`src/rtl/flexbex_ibex_irq_arbiter.sv`:
```
// flexbex_ibex_irq_arbiter
// Collects NUM_IRQ interrupt lines, tracks pending/enable/in-service state
// per line and presents one fixed-priority request that stays stable until
// the core acknowledges it or the request is withdrawn.
module flexbex_ibex_irq_arbiter #(
    parameter int          NUM_IRQ   = 32,
    parameter logic [31:0] EDGE_MASK = 32'h0
) (
    input  logic               clk,
    input  logic               rst,
    input  logic [NUM_IRQ-1:0] irq_lines_i,
    input  logic               en_we_i,
    input  logic [NUM_IRQ-1:0] en_wdata_i,
    output logic               irq_o,
    output logic [4:0]         irq_id_o,
    input  logic               ack_i,
    input  logic [4:0]         ack_id_i,
    input  logic               complete_i,
    input  logic [4:0]         complete_id_i,
    output logic [NUM_IRQ-1:0] pending_o,
    output logic [NUM_IRQ-1:0] in_service_o
);

    localparam logic [NUM_IRQ-1:0] EDGE_BITS = EDGE_MASK[NUM_IRQ-1:0];

    typedef enum logic {
        IDLE,
        REQ
    } state_t;

    state_t             state_q, state_d;
    logic [4:0]         irq_id_q, irq_id_d;
    logic [NUM_IRQ-1:0] pending_q, pending_d;
    logic [NUM_IRQ-1:0] enable_q;
    logic [NUM_IRQ-1:0] in_service_q, in_service_d;
    logic [NUM_IRQ-1:0] line_q;
    logic [NUM_IRQ-1:0] ack_vec, complete_vec;
    logic [NUM_IRQ-1:0] eligible;
    logic [31:0]        eligible_ext;
    logic [4:0]         winner_id;
    logic               winner_found;

    // Decode ack/complete ids to one-hot vectors; ids >= NUM_IRQ decode to nothing
    always_comb begin
        ack_vec      = '0;
        complete_vec = '0;
        for (int unsigned i = 0; i < NUM_IRQ; i++) begin
            ack_vec[i]      = ack_i && (32'(ack_id_i) == i);
            complete_vec[i] = complete_i && (32'(complete_id_i) == i);
        end
    end

    // Next pending (level follows line, edge is sticky until acked; set wins) and in-service (ack wins)
    always_comb begin
        pending_d    = (irq_lines_i & ~EDGE_BITS)
                     | (EDGE_BITS & ((irq_lines_i & ~line_q) | (pending_q & ~ack_vec)));
        in_service_d = (in_service_q & ~complete_vec) | ack_vec;
    end

    // Eligible set and lowest-index winner
    always_comb begin
        eligible     = pending_q & enable_q & ~in_service_q;
        winner_id    = '0;
        winner_found = 1'b0;
        for (int unsigned i = 0; i < NUM_IRQ; i++) begin
            if (!winner_found && eligible[i]) begin
                winner_id    = 5'(i);
                winner_found = 1'b1;
            end
        end
    end

    // Zero-extended eligible vector so the 5-bit presented id can index it for any NUM_IRQ
    always_comb begin
        eligible_ext              = '0;
        eligible_ext[NUM_IRQ-1:0] = eligible;
    end

    // Request FSM next-state: latch winner on entry to REQ, hold id while presenting
    always_comb begin
        state_d  = state_q;
        irq_id_d = irq_id_q;
        unique case (state_q)
            IDLE: begin
                if (winner_found) begin
                    state_d  = REQ;
                    irq_id_d = winner_id;
                end
            end
            REQ: begin
                if (ack_i) begin
                    state_d = IDLE;
                end else if (!eligible_ext[irq_id_q]) begin
                    state_d = IDLE;
                end
            end
            default: state_d = IDLE;
        endcase
    end

    // State and per-line registers with synchronous reset
    always_ff @(posedge clk) begin
        if (rst) begin
            state_q      <= IDLE;
            irq_id_q     <= '0;
            pending_q    <= '0;
            enable_q     <= '0;
            in_service_q <= '0;
            line_q       <= '0;
        end else begin
            state_q      <= state_d;
            irq_id_q     <= irq_id_d;
            pending_q    <= pending_d;
            in_service_q <= in_service_d;
            line_q       <= irq_lines_i;
            if (en_we_i) begin
                enable_q <= en_wdata_i;
            end
        end
    end

    assign irq_o        = (state_q == REQ);
    assign irq_id_o     = irq_id_q;
    assign pending_o    = pending_q;
    assign in_service_o = in_service_q;

endmodule

```
`config.mk`:
```
export PLATFORM = sky130hd
export DESIGN_NAME = flexbex_ibex_irq_arbiter
export DESIGN_NICKNAME = d
export VERILOG_FILES = /design/src/rtl/flexbex_ibex_irq_arbiter.sv
export SDC_FILE = /design/constraint.sdc
export NUM_CORES = 1
export LEC_CHECK = 0
export BUFFER_PORTS_ARGS = -buffer_cell sky130_fd_sc_hd__buf_2
export CORE_ASPECT_RATIO = 0.75
export CORE_MARGIN = 2
export CORE_UTILIZATION = 45
export CTS_CLUSTER_SIZE = 28
export DETAILED_ROUTE_END_ITERATION = 8
export PLACE_DENSITY = 0.73
export SYNTH_ARGS = -nofsm -noshare
export SYNTH_HDL_FRONTEND = slang
export SYNTH_SLANG_ARGS = --single-unit
```
`constraint.sdc`:
```
create_clock -name clk -period 2.76 [get_ports clk]
set_input_delay 0.552 -clock clk [delete_from_list [all_inputs] [get_ports clk]]
set_output_delay 0.552 -clock clk [all_outputs]
set_load 0.02 [all_outputs]
```
## Word-level counts from Yosys, hierarchy flattened

Index checks and enable logic that the tools add are counted.

| word-level totals | value |
|---|---|
| bits in registers | 102 |
| bits of input ports | 79 |
| output and inout bits | 70 |

| operators by class | value |
|---|---|
| $lt $le $gt $ge | 1 |
| equal/unequal tests | 62 |
| muxes and demuxes | 69 |
| bitwise gates (word level) | 7 |
| reduce and logical (&&, ||, !) cells | 129 |

Operators with widths:

| operator | number |
|---|---|
| 5-bit equality test, second input constant | 32 |
| 5-bit two-way mux | 30 |
| 32-bit bitwise AND | 3 |
| 1-bit logical AND | 95 |
| 5-bit by 4-bit equality test with 1-bit output, second input constant | 16 |
| 32-bit inverter | 2 |
| 5-bit by 3-bit equality test with 1-bit output, second input constant | 8 |
| 1-bit two-way mux | 37 |
| 32-bit OR | 1 |
| 1-bit zero test | 31 |
| 5-bit by 2-bit equality test with 1-bit output, second input constant | 4 |
| 5-bit by 1-bit equality test with 1-bit output, second input constant | 2 |
| 5-bit zero test | 2 |
| 5-bit by 6-bit less-than comparator with 1-bit output, second input constant | 1 |
| 1-bit binary-select mux with 5-bit select | 1 |
| 1-bit one-hot mux with 2 select lines | 1 |
| 2-bit AND reduction | 1 |
| 1-bit inverter | 1 |

## Logic depth before layout (Yosys ltp)

| logic depth | value |
|---|---|
| depth in word-level cells | 98 |
| mapped depth | 6 |
| depth with buffers taken out | 6 |

## Least setup slack after synthesis

OpenSTA, ideal clock, no wires.

| timing path | value |
|---|---|
| path type | register to register |
| start point | register in_service_q[6], in the netlist in_service_o[6] |
| end point | register state_q, in the netlist irq_o |
| setup time | 0.122 ns |
| arrival time | 2.065 ns |
| setup slack | 0.573 ns |
| stages on the path, launching flop included | 6 |
| buffers on the path | 0 |
| period minus slack after synthesis | 2.187 ns |
| cell sequence | dfxtp_1 and3b_4 or4_4 nor4_4 a31oi_4 a221o_1 |

| between the ends | value |
|---|---|
| word-level cells in the longest chain between the ends | 81 |

Ends and longest elaborated chain:

| element | line | source |
|---|---|---|
| start, declared | 35 | `logic [NUM_IRQ-1:0] in_service_q, in_service_d;` |
| start signal, assigned | 114 | `in_service_q <= in_service_d;` |
| 32-bit inverter * | 62 | `eligible = pending_q & enable_q & ~in_service_q;` |
| 32-bit bitwise AND * | 62 |  |
| 1-bit logical AND | 66 | `if (!winner_found && eligible[i]) begin` |
| 1-bit two-way mux | 66 |  |
| 1-bit zero test | 66 |  |
| 1-bit logical AND | 66 |  |
| 1-bit two-way mux | 66 |  |
| 1-bit zero test | 66 |  |
| (+65 left out) | -- |  |
| 1-bit zero test | 66 |  |
| 1-bit logical AND | 66 |  |
| 1-bit two-way mux | 66 |  |
| 1-bit zero test | 66 |  |
| 1-bit logical AND | 66 |  |
| 1-bit two-way mux | 66 |  |
| 1-bit two-way mux | 85 | `if (winner_found) begin` |
| 1-bit one-hot mux with 2 select lines * | 83 | `unique case (state_q)` |
| end signal, assigned | 111 | `state_q <= state_d;` |
| end, declared | 31 | `state_t state_q, state_d;` |

Mark *: on every way between the ends. The rest lies on a longest branch, timed or not. The select of a mux whose other input is x is not followed.
A chain may end at the register's enable or synchronous reset.

## Worst setup path after layout

| timing path | value |
|---|---|
| start point | register in_service_q[6], in the netlist in_service_o[6] |
| end point | register irq_id_q[1], in the netlist irq_id_o[1] |

| between the ends | value |
|---|---|
| word-level cells in the longest chain between the ends | 80 |

Ends and longest elaborated chain:

| element | line | source |
|---|---|---|
| 32-bit inverter * | 62 |  |
| 32-bit bitwise AND * | 62 |  |
| 1-bit logical AND * | 66 |  |
| 1-bit two-way mux | 66 |  |
| 1-bit zero test | 66 |  |
| 1-bit logical AND | 66 |  |
| 1-bit two-way mux | 66 |  |
| 1-bit zero test | 66 |  |
| (+64 left out) | -- |  |
| 1-bit two-way mux | 66 |  |
| 1-bit zero test | 66 |  |
| 1-bit logical AND | 66 |  |
| 1-bit two-way mux | 66 |  |
| 1-bit zero test | 66 |  |
| 1-bit logical AND | 66 |  |
| 1-bit two-way mux | 66 |  |
| 2-bit AND reduction (no line) | -- |  |
| end signal, assigned | 112 | `irq_id_q <= irq_id_d;` |
| end, declared | 32 | `logic [4:0] irq_id_q, irq_id_d;` |

Mark *: on every way between the ends. The rest lies on a longest branch, timed or not.

==> results.md <==
Worst setup path:
- Data arrives at the worst endpoint at 2470 ps.
- In this run the worst path has a maximum fanout of 4.
- The worst register-to-register path ends at irq_id_o[1]$_SDFFE_PP0P_.
- The setup check on the worst reg-to-reg path leaves a slack of 570 ps.
- Measured in cells, the most critical reg-to-reg path has a length of 6.
- STA classifies the critical path endpoint as a register.
- The worst setup path is launched from a register.
- In this run the critical register-to-register path is launched from in_service_o[6]$_SDFF_PP0_.
- The endpoint required time on the critical path is 3040 ps.
- The critical path is of the register to register type.

STA:
- The time the worst path needs with I/O delays and setup is 2191 ps.
- The total count of max-transition violations in the final report is 0.
- Between clock sinks in the finished design, the worst skew comes to 8.257 ps.
- Setup violations remaining at the end of the flow were counted as 0.
- Dividing the final minimum period by the clock period gives 0.7939.
- The number of hold violations in the final report is 0.
- For the pin with the worst max-slew slack, the measured transition is 571.9 ps.
- Setup repair after global routing left no endpoint under its margin.
- Final hold analysis gives a worst-case slack of 405.2 ps.
- The highest clock rate is 456.4 MHz.
- The total negative slack for setup checks is 0 ps.
- The worst pin sits at a relative slew slack of 0.6179.

Synthesis:
- The part of the Yosys area used for sequential elements is 0.4602.
- The biggest area contributor in the post-synthesis netlist is sky130_fd_sc_hd__dfxtp_1.
- The fraction of the mapped netlist area in simple logic gates is 0.2747.
- The complex-gate fraction of the synthesized area is 0.1325.
- The cell count after synthesis came out at 480.
- After synthesis, the share of cell area in mux cells is 0.1125.
- Ranked by total cell area, the synthesized netlist is headed by sky130_fd_sc_hd__dfxtp_1 46%, sky130_fd_sc_hd__mux2i_1 7.4%, sky130_fd_sc_hd__nor2b_1 5.2%.
- The area share of xor/xnor cells in the synthesized design is 0.
- In this run the mean area of a mapped cell was 9.243 µm².
- The dominant combinational cell family by area after synthesis is simple AND/OR/NAND/NOR gates.
- The Yosys step of the flow raised 0 warnings.
- The post-synth design cell area is 4437 µm².
- The fraction of post-synthesis cell area in the top cell type by area is 0.4602.
- Of the total synthesized cell area, the portion taken by full adders, half adders and majority gates is 0.
- The net count after synthesis is 559.
- The flip-flop and latch count after synthesis is 102.
- The unique cell type count in the Yosys netlist is 48.

Run:
- The number of max-cap violations is 0.

CTS:
- After clock tree synthesis, the clock-pin slew on the worst setup and hold paths is 70 ps.
- The number of hold buffers added after CTS was 0.
- The number of resized instances in the post-cts repair step is 0.
- The tree is rooted in a sky130_fd_sc_hd__clkbuf_16.
- TritonCTS built the clock tree.
- The clock buffer count from CTS is 9.
- The maximum root-to-sink buffer count is 2.
- The clock sink count is 102.
- The clock reaches the later pin of the worst-skew pair after 350 ps.
- Buffers added to address setup during post-CTS repair amount to 0.
- CTS built an H-tree with a depth of 3.

Global routing:
- The via count of the first global-routing pass is 3880.
- The largest net degree at the start of global routing is 52.
- The first global-routing pass estimated 20030 µm of wire.
- The initial antenna violation count was 0.
- The remaining global-route overflow is 0.
- The overall track demand over capacity in global routing is 0.2378.

Routing:
- The overall via count from detail_route is 4165.
- In the routed layout, each cell is associated on average with a via count of 5.487.
- The final routed wire length divided by cell count is 16.71 µm.
- In this run, the number of DRC markers left after iteration 0 of detailed routing was 331.
- The number of optimization iterations in the first detailed-route pass is 5.
- Once detail routing completed, the nets flagged for antenna violations numbered 0.
- The final routed DRC violation total is 0.
- The routed design has 12690 µm of wire.

Placement:
- The number of port buffers is 148.
- The cell area after placement is 5295 µm².
- The congestion estimate from routability-driven global placement came to 0.8819.
- Detailed placement finished with a half-perimeter wire length of 9599 µm.

Min path:
- Counting instances, the worst hold path has a depth of 2.
- The origin of the worst min-delay path is irq_lines_i[22].
- The path with the worst hold slack has its endpoint at pending_o[22]$_SDFF_PP0_.
- The class of the most critical hold timing path is input pin to register.

Floorplan:
- The die is 89.99 µm tall.
- The floorplan step defined a die boundary enclosing 10680 µm².
- The number of ports placed on the die boundary is 149.
- The horizontal die dimension is 118.7 µm.
- The cell row count is 31.
- The standard cell core area is 9619 µm².
- The starting density of the core is 0.4612.

Power and ir drop:
- Total power for the finished layout comes to 3.426 mW.
- The worst-case IR drop observed on VDD is 0.3437 mV.
- For this design the ratio of total power to cell area is 612.1 nW/µm².
- For this design the static power due to leakage is 2.493 nW.

Finish:
- The final net count is 701.
- The library cells used most frequently in the layout, excluding fill and tap cells, are 147 x sky130_fd_sc_hd__buf_2, 102 x sky130_fd_sc_hd__dfxtp_1, 47 x sky130_fd_sc_hd__nor2_1.
- Leaving out fill and tap cells, the most frequent cell in the layout is sky130_fd_sc_hd__buf_2.
- The post-route cell area is 5597 µm².
- The share of layout cells above drive strength 1 is 0.2982.
- The repair_antennas step left the layout with diodes totalling 0.
- The number of fillers in the final layout is 914.
- The area overhead of the layout relative to synthesis is 26.14%.

Status:
- The flow ran to the end, and the final reports show no timing, DRC or antenna violations.
-- per-stage QoR --
| step | setup WS, ps | std cells | utilization |
|---|---|---|---|
| after floorplan | 572.8 | 480 | - |
| after global placement | 650.3 | 743 | 0.5505 |
| after detailed placement | 601.9 | 743 | 0.5505 |
| after CTS | 590.5 | 759 | 0.5818 |
| after global routing | 483.7 | 759 | 0.5818 |
| final | 569.0 | 759 | 0.5818 |
-- synthesized netlist by cell type, drive strengths merged --
cell type and n:
a2111oi 1, nand4b 3, and4 3, o21ai 39, a311oi 3, a21boi 1
nor3 5, or4b 1, clkbuf 14, a211o 1, and2b 1, and2 1
o311ai 1, a21bo 1, or4 1, o32ai 1, o31ai 1, buf 6
nand3 14, nand3b 27, inv 1, nand2b 9, a211oi 2, nor3b 3
a31oi 3, nand4 5, a221o 1, dfxtp 102, or2 3, and3 3
nand2 41, or3 1, mux4 7, o211ai 2, and3b 10, mux2 1
mux2i 33, a21oi 40, a41oi 1, nor4 1, nor2b 37, nor2 47
o221a 2
-- worst max path at each step --
| stage | startpoint | end | slack, ps | cells past startpoint |
|---|---|---|---|---|
| floorplan | in_service_o[6]$_SDFF_PP0_ | irq_o$_SDFF_PP0_ | 570 | 5 |
| global placement | in_service_o[6]$_SDFF_PP0_ | irq_o$_SDFF_PP0_ | 650 | 5 |
| detailed placement | in_service_o[6]$_SDFF_PP0_ | irq_o$_SDFF_PP0_ | 600 | 5 |
| CTS | in_service_o[6]$_SDFF_PP0_ | irq_o$_SDFF_PP0_ | 590 | 5 |
| global route | in_service_o[6]$_SDFF_PP0_ | irq_id_o[1]$_SDFFE_PP0P_ | 480 | 6 |
| finish | in_service_o[6]$_SDFF_PP0_ | irq_id_o[1]$_SDFFE_PP0P_ | 570 | 6 |
-- layout make-up --
| class | instances | area, µm² | share of cell area |
|---|---|---|---|
| Tap cell | 132 | 165.2 | 0.02951 |
| Timing Repair Buffer | 151 | 778.2 | 0.1391 |
| Sequential cell | 102 | 2042 | 0.3649 |
| Clock inverter | 5 | 58.81 | 0.01051 |
| Clock buffer | 11 | 242.7 | 0.04337 |
| Multi-Input combinational cell | 357 | 2306 | 0.4120 |
| Inverter | 1 | 3.754 | 0.0006707 |
-- critical path, stage by stage (launching register included) --
cell and delay, ps:
sky130_fd_sc_hd__dfxtp_1 340, sky130_fd_sc_hd__and3b_4 220, sky130_fd_sc_hd__or4_4 570, sky130_fd_sc_hd__or2_4 260
sky130_fd_sc_hd__a2111oi_0 440, sky130_fd_sc_hd__a311oi_1 100, sky130_fd_sc_hd__a21oi_1 180
-- flip-flops by register name, summed over array words and instances (netlist names) --
signal        flops
enable_q         32
in_service_o     32
irq_id_o          5
irq_o             1
pending_o        32
-- where the power goes --
part / internal (mW) / switching, mW
Sequential: 1.55 / 0.0894
Clock: 0.728 / 0.561
Combinational: 0.223 / 0.275
Total: 2.50 / 0.925
-- per-layer routing --
layer  vias up  routed length, µm  global-route usage
met4         0                116             0.04663
met5         -                  0                   0
li1       1998                  -                   -
met1      1979               5924              0.3433
met2       179               5522              0.3487
met3         9               1122             0.07678
-- cells by family (layout without fill, tap and decap cells) --
logic type             count (synthesis)  count (layout)
buffers and inverters                 21             168
AND/OR/NAND/NOR                      216             216
multiplexers                          41              41
flip-flops                           102             102
AO/OA/AOI/OAI                        100             100
No activity file was read; power rests on OpenSTA's default activity.
